**src/rtl/uop_sequencer.sv**
```systemverilog
// ---------------------------------------------------------------------------
// uop_sequencer
//
// Microcode sequencer sitting behind the curve microprogram ROMs. It walks
// the ROM address, decodes each registered 20-bit micro-op, evaluates its
// execution condition against the compare flag, fires a one-cycle start
// strobe at the selected arithmetic unit and waits for that unit to finish
// before fetching the next word. A program ends on an RDY opcode or when the
// last ROM address would be stepped past.
//
// Ports:
//   clk        system clock
//   rst_n      asynchronous active-low reset
//   ena        start request, sampled only while idle
//   rdy        high when idle/finished, low while a program runs
//   uop_addr   ROM address
//   uop_data   ROM word, valid one cycle after uop_addr changes
//   unit_ena   one-hot start strobe: [0] CMP [1] MOV [2] MUL [3] ADD [4] SUB
//   unit_rdy   per-unit ready, high = idle/finished
//   sel_src_a  operand A selector from the executing micro-op
//   sel_src_b  operand B selector from the executing micro-op
//   sel_dst    destination selector from the executing micro-op
//   cmp_eq     compare result, valid when unit_rdy[0] rises
// ---------------------------------------------------------------------------
module uop_sequencer #(
    parameter int ADDR_W = 6,
    parameter int UOP_W  = 20
) (
    input  logic              clk,
    input  logic              rst_n,
    input  logic              ena,
    output logic              rdy,
    output logic [ADDR_W-1:0] uop_addr,
    input  logic [UOP_W-1:0]  uop_data,
    output logic [4:0]        unit_ena,
    input  logic [4:0]        unit_rdy,
    output logic [4:0]        sel_src_a,
    output logic [4:0]        sel_src_b,
    output logic [3:0]        sel_dst,
    input  logic              cmp_eq
);

    typedef enum logic [2:0] {
        S_IDLE,
        S_FETCH,
        S_DECODE,
        S_TRIGGER,
        S_WAIT
    } state_t;

    state_t            state_q, state_d;
    logic              rdy_q, rdy_d;
    logic [ADDR_W-1:0] addr_q, addr_d;
    logic [4:0]        unitSel_q, unitSel_d;
    logic [4:0]        selA_q, selA_d;
    logic [4:0]        selB_q, selB_d;
    logic [3:0]        dst_q, dst_d;
    logic              flag_q, flag_d;

    logic [3:0] opcode;
    logic [1:0] execCode;
    logic       condOk;
    logic [4:0] opUnit;
    logic       lastAddr;

    assign opcode   = uop_data[19:16];
    assign execCode = uop_data[1:0];
    assign lastAddr = (addr_q == {ADDR_W{1'b1}});

    // Execution condition against the compare flag.
    always_comb begin
        condOk = 1'b0;
        case (execCode)
            2'b00:   condOk = 1'b1;
            2'b01:   condOk = flag_q;
            2'b10:   condOk = ~flag_q;
            default: condOk = 1'b0;
        endcase
    end

    // Opcode to unit strobe; zero means RDY or NOP (no unit).
    always_comb begin
        opUnit = 5'b00000;
        case (opcode)
            4'd1:    opUnit = 5'b00001;
            4'd2:    opUnit = 5'b00010;
            4'd3:    opUnit = 5'b00100;
            4'd4:    opUnit = 5'b01000;
            4'd5:    opUnit = 5'b10000;
            default: opUnit = 5'b00000;
        endcase
    end

    // Next-state logic. Stepping past the last ROM address ends the program
    // instead of wrapping, both for skipped and executed micro-ops.
    always_comb begin
        state_d   = state_q;
        rdy_d     = rdy_q;
        addr_d    = addr_q;
        unitSel_d = unitSel_q;
        selA_d    = selA_q;
        selB_d    = selB_q;
        dst_d     = dst_q;
        flag_d    = flag_q;
        case (state_q)
            S_IDLE: begin
                if (ena) begin
                    flag_d  = 1'b0;
                    rdy_d   = 1'b0;
                    state_d = S_FETCH;
                end
            end
            S_FETCH: begin
                state_d = S_DECODE;
            end
            S_DECODE: begin
                if (opcode == 4'd0) begin
                    state_d = S_IDLE;
                    rdy_d   = 1'b1;
                    addr_d  = '0;
                end else if (!condOk || (opUnit == 5'b00000)) begin
                    if (lastAddr) begin
                        state_d = S_IDLE;
                        rdy_d   = 1'b1;
                        addr_d  = '0;
                    end else begin
                        addr_d  = addr_q + 1'b1;
                        state_d = S_FETCH;
                    end
                end else begin
                    unitSel_d = opUnit;
                    selA_d    = uop_data[15:11];
                    selB_d    = uop_data[10:6];
                    dst_d     = uop_data[5:2];
                    state_d   = S_TRIGGER;
                end
            end
            S_TRIGGER: begin
                state_d = S_WAIT;
            end
            S_WAIT: begin
                if ((unit_rdy & unitSel_q) != 5'b00000) begin
                    if (unitSel_q[0]) begin
                        flag_d = cmp_eq;
                    end
                    if (lastAddr) begin
                        state_d = S_IDLE;
                        rdy_d   = 1'b1;
                        addr_d  = '0;
                    end else begin
                        addr_d  = addr_q + 1'b1;
                        state_d = S_FETCH;
                    end
                end
            end
            default: begin
                state_d = S_IDLE;
                rdy_d   = 1'b1;
                addr_d  = '0;
            end
        endcase
    end

    // State and datapath registers.
    always_ff @(posedge clk or negedge rst_n) begin
        if (!rst_n) begin
            state_q   <= S_IDLE;
            rdy_q     <= 1'b1;
            addr_q    <= '0;
            unitSel_q <= 5'b00000;
            selA_q    <= 5'b00000;
            selB_q    <= 5'b00000;
            dst_q     <= 4'b0000;
            flag_q    <= 1'b0;
        end else begin
            state_q   <= state_d;
            rdy_q     <= rdy_d;
            addr_q    <= addr_d;
            unitSel_q <= unitSel_d;
            selA_q    <= selA_d;
            selB_q    <= selB_d;
            dst_q     <= dst_d;
            flag_q    <= flag_d;
        end
    end

    // The strobe is decoded from the state register so that a reset drops
    // it immediately, aborting a pending pulse.
    assign unit_ena  = (state_q == S_TRIGGER) ? unitSel_q : 5'b00000;
    assign rdy       = rdy_q;
    assign uop_addr  = addr_q;
    assign sel_src_a = selA_q;
    assign sel_src_b = selB_q;
    assign sel_dst   = dst_q;

endmodule
```
**config.mk**
```make
export PLATFORM = sky130hd
export DESIGN_NAME = uop_sequencer
export DESIGN_NICKNAME = d
export VERILOG_FILES = /design/src/rtl/uop_sequencer.sv
export SDC_FILE = /design/constraint.sdc
export NUM_CORES = 1
export LEC_CHECK = 0
export ABC_CLOCK_PERIOD_IN_PS = 2000
export BUFFER_PORTS_ARGS = -buffer_cell sky130_fd_sc_hd__buf_2
export CAP_MARGIN = 20
export CORE_MARGIN = 3
export CORE_UTILIZATION = 45
export CTS_CLUSTER_DIAMETER = 120
export CTS_CLUSTER_SIZE = 8
export DETAILED_ROUTE_END_ITERATION = 6
export PLACE_DENSITY = 0.74
export SYNTH_ARGS = -nofsm -noshare
export SYNTH_HDL_FRONTEND = slang
export SYNTH_SLANG_ARGS = --single-unit
export TNS_END_PERCENT = 50
```
**constraint.sdc**
```tcl
create_clock -name clk -period 2 [get_ports clk]
set_input_delay 0.4 -clock clk [delete_from_list [all_inputs] [get_ports clk]]
set_output_delay 0.4 -clock clk [all_outputs]
set_load 0.01 [all_outputs]
```
**Word-level counts from Yosys, hierarchy flattened**

Cells that the tools add are included.

- Add/subtract/negate cells: 1
- Equal/unequal tests: 16
- Multiplexer cells: 23
- Bitwise gates (word level): 6
- Reduce and logical (&&, ||, !) cells: 15

Operator list:

| kind | number |
|---|---|
| 5-bit one-hot mux with 5 select lines | 1 |
| 6-bit 2-to-1 mux | 4 |
| 6-bit one-hot mux with 3 select lines | 1 |
| 3-bit one-hot mux with 5 select lines | 1 |
| 3-bit 2-to-1 mux | 4 |
| 4-bit by 2-bit == test with 1-bit output, second input constant | 2 |
| 4-bit by 3-bit == test with 1-bit output, second input constant | 2 |
| 1-bit 2-to-1 mux | 8 |
| 4-bit AND reduction | 2 |
| 6-bit by 1-bit adder with 6-bit output, second input constant | 1 |
| 3-bit by 2-bit == test with 1-bit output, second input constant | 2 |
| 6-bit == test, second input constant | 1 |
| 2-bit inequality test, second input constant | 3 |
| 3-bit AND reduction | 2 |
| 5-bit AND | 1 |
| 5-bit zero test | 1 |
| 5-bit 2-to-1 mux | 1 |
| 1-bit NOT | 5 |
| 5-bit nonzero test | 1 |
| 4-bit by 1-bit == test with 1-bit output, second input constant | 1 |
| 4-bit zero test | 1 |
| 1-bit one-hot mux with 4 select lines | 1 |
| 3-bit by 1-bit == test with 1-bit output, second input constant | 1 |
| 3-bit == test, second input constant | 1 |
| other kinds (13) | 13 |

- Register bits: 30
- Output and inout port bits: 26
- Word-level logic and storage cells: 69

**Depth between registers and ports, before layout**

Gate-level depths: netlist (run 1).

- Word-level depth: 7
- Mapped depth: 7

**Worst setup path after synthesis (run 1)**

Ideal clock, no wire load.

- Path type: input to register
- Start point: in uop_data[1]
- End point: reg addr_q[5], in the netlist uop_addr[5]
- Setup time: 0.126 ns
- Data arrival time: 1.650 ns
- Data required time: 1.874 ns
- Slack: 0.224 ns
- Cell stages on the path: 6
- Path through: mux2_1 a2111oi_2 a311o_1 buf_6 nor2_1 a221o_1

- Longest elaborated chain between the ends: 6
- Elaborated cells between the ends (all ways): 8
- Classes of those cells: eq/ne (3); mux (1); reduce/logical (4)

RTL lines:

| what | RTL line | source |
|---|---|---|
| start: declaration | 34 | `input logic [UOP_W-1:0] uop_data,` |
| 2-bit == test, or another cell as far along | 73 | `case (execCode)` |
| 1-bit one-hot mux with 3 select lines * | 73 |  |
| 1-bit zero test * | 121 | `end else if (!condOk \|\| (opUnit == 5'b00000)) begin` |
| 1-bit logical OR * | 121 |  |
| 3-bit inequality test (no line) * | - |  |
| 3-bit AND reduction (no line) * | - |  |
| end signal: assignment | 178 | `addr_q <= addr_d;` |
| end: declaration | 53 | `logic [ADDR_W-1:0] addr_q, addr_d;` |

Mark *: on every way between the ends. The rest lies on a longest branch, timed or not.
A chain may end at the register's enable or synchronous reset.

**Worst setup path after layout (run 1)**

- Start point: reg flag_q
- End point: reg addr_q[5], in the netlist uop_addr[5]

- Longest elaborated chain between the ends: 6

RTL lines:

| what | RTL line | source |
|---|---|---|
| start: declaration | 58 | `logic flag_q, flag_d;` |
| start signal: assignment | 183 | `flag_q <= flag_d;` |
| 1-bit NOT | 76 | `2'b10: condOk = ~flag_q;` |
| 1-bit one-hot mux with 3 select lines * | 73 |  |
| 1-bit zero test * | 121 |  |
| 1-bit logical OR * | 121 |  |
| 3-bit inequality test (no line) * | - |  |
| 3-bit AND reduction (no line) * | - |  |

Marks and branches as above.

==> results of run 1 <==
[how the worst min path moves through the flow]
stage / from / end / cells after the start
2_1_floorplan: rst_n / flag_q / 0
3_3_place_gp: sel_src_b[4] / sel_src_b[4] / 2
3_5_place_dp: sel_src_a[0] / sel_src_a[0] / 2
4_1_cts: rst_n / state_q[1] / 1
5_1_grt: rst_n / unitSel_q[0] / 1
6_report: rst_n / state_q[1] / 1
[routing by layer]
metal,up-vias,wire [um],global-route usage
li1,686,-,-
met1,623,1490,0.218
met2,38,1520,0.288
met3,7,181,0.0535
met4,0,62,0.0836
met5,-,0,0
[stage by stage]
step / power [uW] / utilization / instance area, um2
global placement: 1870 / 0.586 / 1820
floorplan: 1550 / - / 1490
detailed placement: 1900 / 0.586 / 1820
global route: 2720 / 0.623 / 1930
finish: 2510 / 0.623 / 1930
CTS: 2530 / 0.622 / 1930
[cells by family (layout without fill, tap and decap cells)]
| logic type | after synthesis | after routing | synth area share |
|---|---|---|---|
| compound gates | 26 | 26 | 0.140 |
| fa+ha+maj | 1 | 1 | 0.00842 |
| buf+inv | 10 | 71 | 0.0345 |
| flops | 30 | 30 | 0.506 |
| mux | 2 | 2 | 0.0143 |
| simple gates | 96 | 96 | 0.297 |
[registers in the layout, summed over array words and instances, names as in the netlist]
name / flops
uop_addr: 6
sel_src_a: 5
sel_src_b: 5
unitSel_q: 5
sel_dst: 4
state_q: 3
flag_q: 1
rdy: 1
[power by group through the flow]
| stage | clock [uW] | combinational, uW | sequential, uW |
|---|---|---|---|
| after floorplan | 0 | 512 | 1040 |
| after detailed placement | 0 | 909 | 988 |
| after global placement | 0 | 882 | 990 |
| after CTS | 647 | 905 | 983 |
| after global routing | 678 | 1020 | 1020 |
| final | 630 | 896 | 982 |
[cells in the final DEF, fill, tap and decap left out, types with 2 or more instances in the layout]
| master | n |
|---|---|
| nor2_1 | 6 |
| inv_1 | 2 |
| o21bai_1 | 2 |
| nand2b_1 | 2 |
| bufinv_16 | 2 |
| nand2_1 | 59 |
| nand3_1 | 3 |
| o31ai_1 | 4 |
| nand4_1 | 2 |
| clkbuf_4 | 5 |
| and3_1 | 5 |
| a22o_1 | 3 |
| dfrtp_1 | 29 |
| buf_2 | 54 |
| and2_1 | 5 |
| o21ai_0 | 3 |
| nor2_2 | 2 |
| a21oi_1 | 2 |
| nor4_1 | 3 |
| buf_4 | 7 |
| nor2b_1 | 3 |
| nor3_1 | 2 |
[final cells by class]
type,count,area [um2]
sequential,30,752
clock inverter,2,60.1
inverter,2,7.51
clock buffer,6,51.3
timing repair buffer,61,323
multi-input combinational,125,684
fill,292,1170
tap,44,55.1
[what timing repair did]
item,in CTS,in global routing
buffers inserted,0,0
endpoints found under the setup margin,0,5
gates resized for setup,0,1
[critical path, stage by stage, from the launching register on]
cell and delay [ns]:
dfrtp_1 0.39, mux2_1 0.34, a2111oi_2 0.30, a311o_1 0.31, nor2_1 0.10, a221o_1 0.29
==> flow_summary.ini, run 1 <==
[outcome]
outcome = finished clean

[global_routing]
grt_use_total = 0.179
overflow = 0
grt_pass1_wl_um = 5730
antenna_found_initial = 0
grt_max_degree = 31
first_global_vias = 1342

[timing]
period_share = 0.920
finalSetupViolations = 0
slew-limit-headroom = 0.568
maxSlewViolCount = 0
rsz0062_at_grt = false
whs_ns = 0.0884
setup_ws_ns = 0.161
fmax_ghz = 0.544
fin_skew_ns = 0.0117
finalSetupTns_ns = 0
tightest_slew_ns = 0.648
period_minus_slack_ns = 1.84
timing_hold_violations_final = 0

[die]
die_h_um = 63.5
num_rows = 20
die_x_um = 63.5
initial_utilization = 0.479
dieArea_um2 = 4030
coreArea_um2 = 3100
pin_count = 55

[logic_synthesis]
synthFlopType = dfrtp_1
ys_seq_elements = 30
ys_async_sr_fraction = 1.00
synth.most_common_cell = nand2_1
yosys-top-cells-area = dfrtp_1 49%, nand2_1 15%, and2_1 2.1%
synth_top_cell_area_share = 0.489
synth_common_cells = 59 x nand2_1, 29 x dfrtp_1, 7 x nor2_1
synth_cell_types = 42
synth-edff-count = 0
seq_area_frac_synth = 0.506
yosys_warnings = 0
synth_top_area_cell = dfrtp_1
syn-cell-area_um2 = 1490
synth.avg_cell_area_um2 = 9.00
syn-num-nets = 195
synth_cells = 165

[layout]
layout-drive-gt1-share = 0.336
final_cells = 270
diodes = 0
nNetsFinal = 255
area_growth_pct = 30.2

[cts]
cts_buffer_depth = 2
path_clk_slew_ns = 0.10
root_buffer = clkbuf_4
numCtsBuffers = 5
clock_sinks = 30
htreeDepth = 2
postCtsHoldBufs = 0
clock_latency_ns = 0.33
cts_tree = yes

[worst_setup_path]
cp-end-kind = flop
r2r_start = flag_q
crit_type = reg2reg
r2r_end = uop_addr[5]
cp_max_fo = 4
worstPathArrival_ns = 2.05
cp-start-kind = flop
crit_required_ns = 2.21
reg2reg_slack_ns = 0.16
startpoint = flag_q
endpoint = uop_addr[5]
ff2ff_path_depth = 5

[place]
gp_congestion = 0.774
port_buffers = 54
dpl.hpwl_um = 2510
placed_cells = 262
dp_slack_ns = 0.0503

[route]
wl_per_cell_um = 12.0
ant_nets = 0
viasPerCell = 5.01
num_vias = 1354
remaining_drc_errors = 0
drt_pass1_iterations = 4
drtIter0Drc = 35
wl_um = 3250

[power_and_ir_drop]
clkPwrFrac = 0.251
comb_power_share = 0.357
p_int_uw = 1660
switching_share = 0.338
vdd_drop_max_mv = 0.632
p_per_area_nw_per_um2 = 1300
p_leak_uw = 0.00105
p_seq_frac = 0.391
p_sw_uw = 848

[min_path]
min_path_type = in2async

[job]
maxCapViolCount = 0
Note: power is estimated with default switching activity, not from simulation.
==> inputs of run 2 (changes only) <==
--- a/config.mk
+++ b/config.mk
@@ -5,6 +5,7 @@
 export SDC_FILE = /design/constraint.sdc
 export NUM_CORES = 1
 export LEC_CHECK = 0
+export ABC_AREA = 1
 export ABC_CLOCK_PERIOD_IN_PS = 2000
 export BUFFER_PORTS_ARGS = -buffer_cell sky130_fd_sc_hd__buf_2
 export CAP_MARGIN = 20
@@ -13,7 +14,7 @@
 export CTS_CLUSTER_DIAMETER = 120
 export CTS_CLUSTER_SIZE = 8
 export DETAILED_ROUTE_END_ITERATION = 6
-export PLACE_DENSITY = 0.74
+export PLACE_DENSITY = 0.73
 export SYNTH_ARGS = -nofsm -noshare
 export SYNTH_HDL_FRONTEND = slang
 export SYNTH_SLANG_ARGS = --single-unit
==> run 2 against run 1 <==
Effect of this change: clock power decreased by 23%; worst hold slack about the same; combinational power decreased by 5.5%; critical path depth decreased by 1; die area increased by 5.8%; utilization decreased by 1.4 points; global-route usage increased by 0.27 points; sequential cell count unchanged; wire length increased by 5.6%; final area increased by 0.91%; critical endpoint is now unit_ena[0]; largest power group unchanged; highest routed layer unchanged.
==> flow_summary.ini, run 2 <==
[outcome]
outcome = finished clean

[power_and_ir_drop]
p_per_area_nw_per_um2 = 1190
p_sw_uw = 893
vdd_drop_max_mv = 0.673
p_seq_frac = 0.425
p_leak_uw = 0.00113
p_int_uw = 1420
clkPwrFrac = 0.209
switching_share = 0.385
comb_power_share = 0.365

[timing]
timing_hold_violations_final = 0
period_minus_slack_ns = 1.86
tightest_slew_ns = 0.655
fmax_ghz = 0.537
rsz0062_at_grt = false
finalSetupTns_ns = 0
fin_skew_ns = 0.00358
slew-limit-headroom = 0.563
finalSetupViolations = 0
maxSlewViolCount = 0
period_share = 0.931

[route]
num_vias = 1488
drtIter0Drc = 75
viasPerCell = 4.71
drt_pass1_iterations = 4
remaining_drc_errors = 0
wl_per_cell_um = 10.9
ant_nets = 0
wl_um = 3430

[logic_synthesis]
synth.most_common_cell = nand2_1
ys_seq_elements = 30
syn-cell-area_um2 = 1580
synth_cell_types = 20
yosys-top-cells-area = dfrtp_1 46%, nand2_1 25%, nand3_1 4.4%
synth_top_area_cell = dfrtp_1
yosys_warnings = 0
synth_common_cells = 106 x nand2_1, 29 x dfrtp_1, 18 x inv_1
synth-edff-count = 0
ys_async_sr_fraction = 1.00
syn-num-nets = 243
seq_area_frac_synth = 0.476
synth_top_cell_area_share = 0.459
synth.avg_cell_area_um2 = 7.42
synthFlopType = dfrtp_1
synth_cells = 213

[cts]
path_clk_slew_ns = 0.10
cts_setup_buffers = 0
postCtsHoldBufs = 0
root_buffer = clkbuf_4
cts_buffer_depth = 2
clock_sinks = 30
numCtsBuffers = 5
clock_latency_ns = 0.33
htreeDepth = 2
cts_resized = 0
cts_tree = yes

[worst_setup_path]
ff2ff_path_depth = 6
crit_type = reg2out
reg2reg_slack_ns = 0.43
cp_top_family = flip-flops
critical_path_buf_inv_count = 2
r2r_start = state_q[0]
cp-end-kind = primary output
crit_required_ns = 1.60
path_cells = inv_1 > nand3_1 > nor2_1 > buf_2
slowest_stage = dfrtp_1
cp-start-kind = flop
r2r_end = sel_src_b[3]
cp_max_fo = 6
max_stage_delay_ns = 0.45
worstPathArrival_ns = 1.46

[layout]
final_cell_mix = 106 x nand2_1, 54 x buf_2, 29 x dfrtp_1, 18 x inv_1
final_common_cell = nand2_1
largest_reg_flops = 6
diodes = 0
layout-drive-gt1-share = 0.283
area_growth_pct = 23.4
nNetsFinal = 301
final_util = 0.609

[die]
die_h_um = 65.3
die_x_um = 65.3
initial_utilization = 0.493
pin_count = 55
coreArea_um2 = 3200
dieArea_um2 = 4260
num_rows = 20

[place]
port_buffers = 54
gp_congestion = 0.802
dpl.hpwl_um = 2630

[global_routing]
grt_util_met2 = 0.279
met3_usage = 0.0479
overflow = 0
grt_max_degree = 31
antenna_found_initial = 0
busiest_layer = met2
grt_use_total = 0.181
first_global_vias = 1389
grt_pass1_wl_um = 5970
met1_usage = 0.247

[job]
maxCapViolCount = 0

[min_path]
min_path_type = in2async
-- run 2: cell count changes after synthesis, moves of 5 or more --
cell / delta
nand2_1: +47
nor2_1: +7
and3_1: -5
and2_1: -5
inv_1: +16
nand3_1: +11
-- run 2: area by class of cell --
class / count / area [um2]
Clock buffer: 5 / 37.5
Clock inverter: 3 / 45.0
Fill cell: 353 / 1250
Inverter: 20 / 80.1
Multi-Input combinational cell: 159 / 703
Sequential cell: 30 / 752
Tap cell: 44 / 55.1
Timing Repair Buffer: 55 / 278
-- run 2: power by group through the flow --
stage,clock (uW),combinational (uW),sequential (uW)
6_report,485,847,986
5_1_grt,530,969,1030
4_1_cts,502,857,987
3_5_place_dp,0,859,989
3_3_place_gp,0,836,996
2_1_floorplan,0,472,1060
-- run 2: logic make-up (layout without fill, tap and decap cells) --
group / Yosys count / count (layout) / share of synthesized area
adders and majority gates: 1 / 1 / 0.00792
AOI/OAI and AO/OA: 15 / 15 / 0.0610
and+or+nand+nor: 143 / 143 / 0.376
buffers and inverters: 24 / 83 / 0.0792
DFF: 30 / 30 / 0.476
-- run 2: worst max-delay path by stage --
| stage | endpoint | slack [ns] | from | cells past startpoint |
|---|---|---|---|---|
| after CTS | unit_ena[1] | 0.14 | state_q[2] | 4 |
| after global routing | unit_ena[3] | 0.01 | state_q[2] | 4 |
| after detailed placement | sel_src_b[3] | 0.35 | uop_data[17] | 10 |
| after floorplan | sel_dst[0] | 0.71 | state_q[0] | 6 |
| after global placement | sel_src_b[2] | 0.39 | uop_data[0] | 7 |
| final | unit_ena[0] | 0.14 | state_q[2] | 4 |
-- run 2: routing by layer --
| layer | up-vias | routed length, um |
|---|---|---|
| met4 | 0 | 50 |
| met2 | 58 | 1450 |
| met3 | 7 | 275 |
| met1 | 647 | 1660 |
| met5 | - | 0 |
| li1 | 776 | - |
-- run 2: worst reg2reg max path: cells and delay by family (launching register included) --
kind                   cells  cell delay, ns
buffers and inverters      2            0.42
flip-flops                 1            0.46
AND/OR/NAND/NOR            4            0.64
-- run 2: per-stage QoR --
| step | worst slack (ns) | instance area, um2 | power [uW] | instances | hold WS, ns |
|---|---|---|---|---|---|
| 6_report | 0.139 | 1950 | 2320 | 316 | 0.0887 |
| 5_1_grt | 0.0141 | 1950 | 2530 | 316 | 0.135 |
| 4_1_cts | 0.137 | 1950 | 2350 | 316 | 0.0973 |
| 3_5_place_dp | 0.351 | 1870 | 1850 | 308 | 0.467 |
| 3_3_place_gp | 0.395 | 1870 | 1830 | 308 | 0.463 |
| 2_1_floorplan | 0.706 | 1580 | 1530 | 213 | 0.104 |
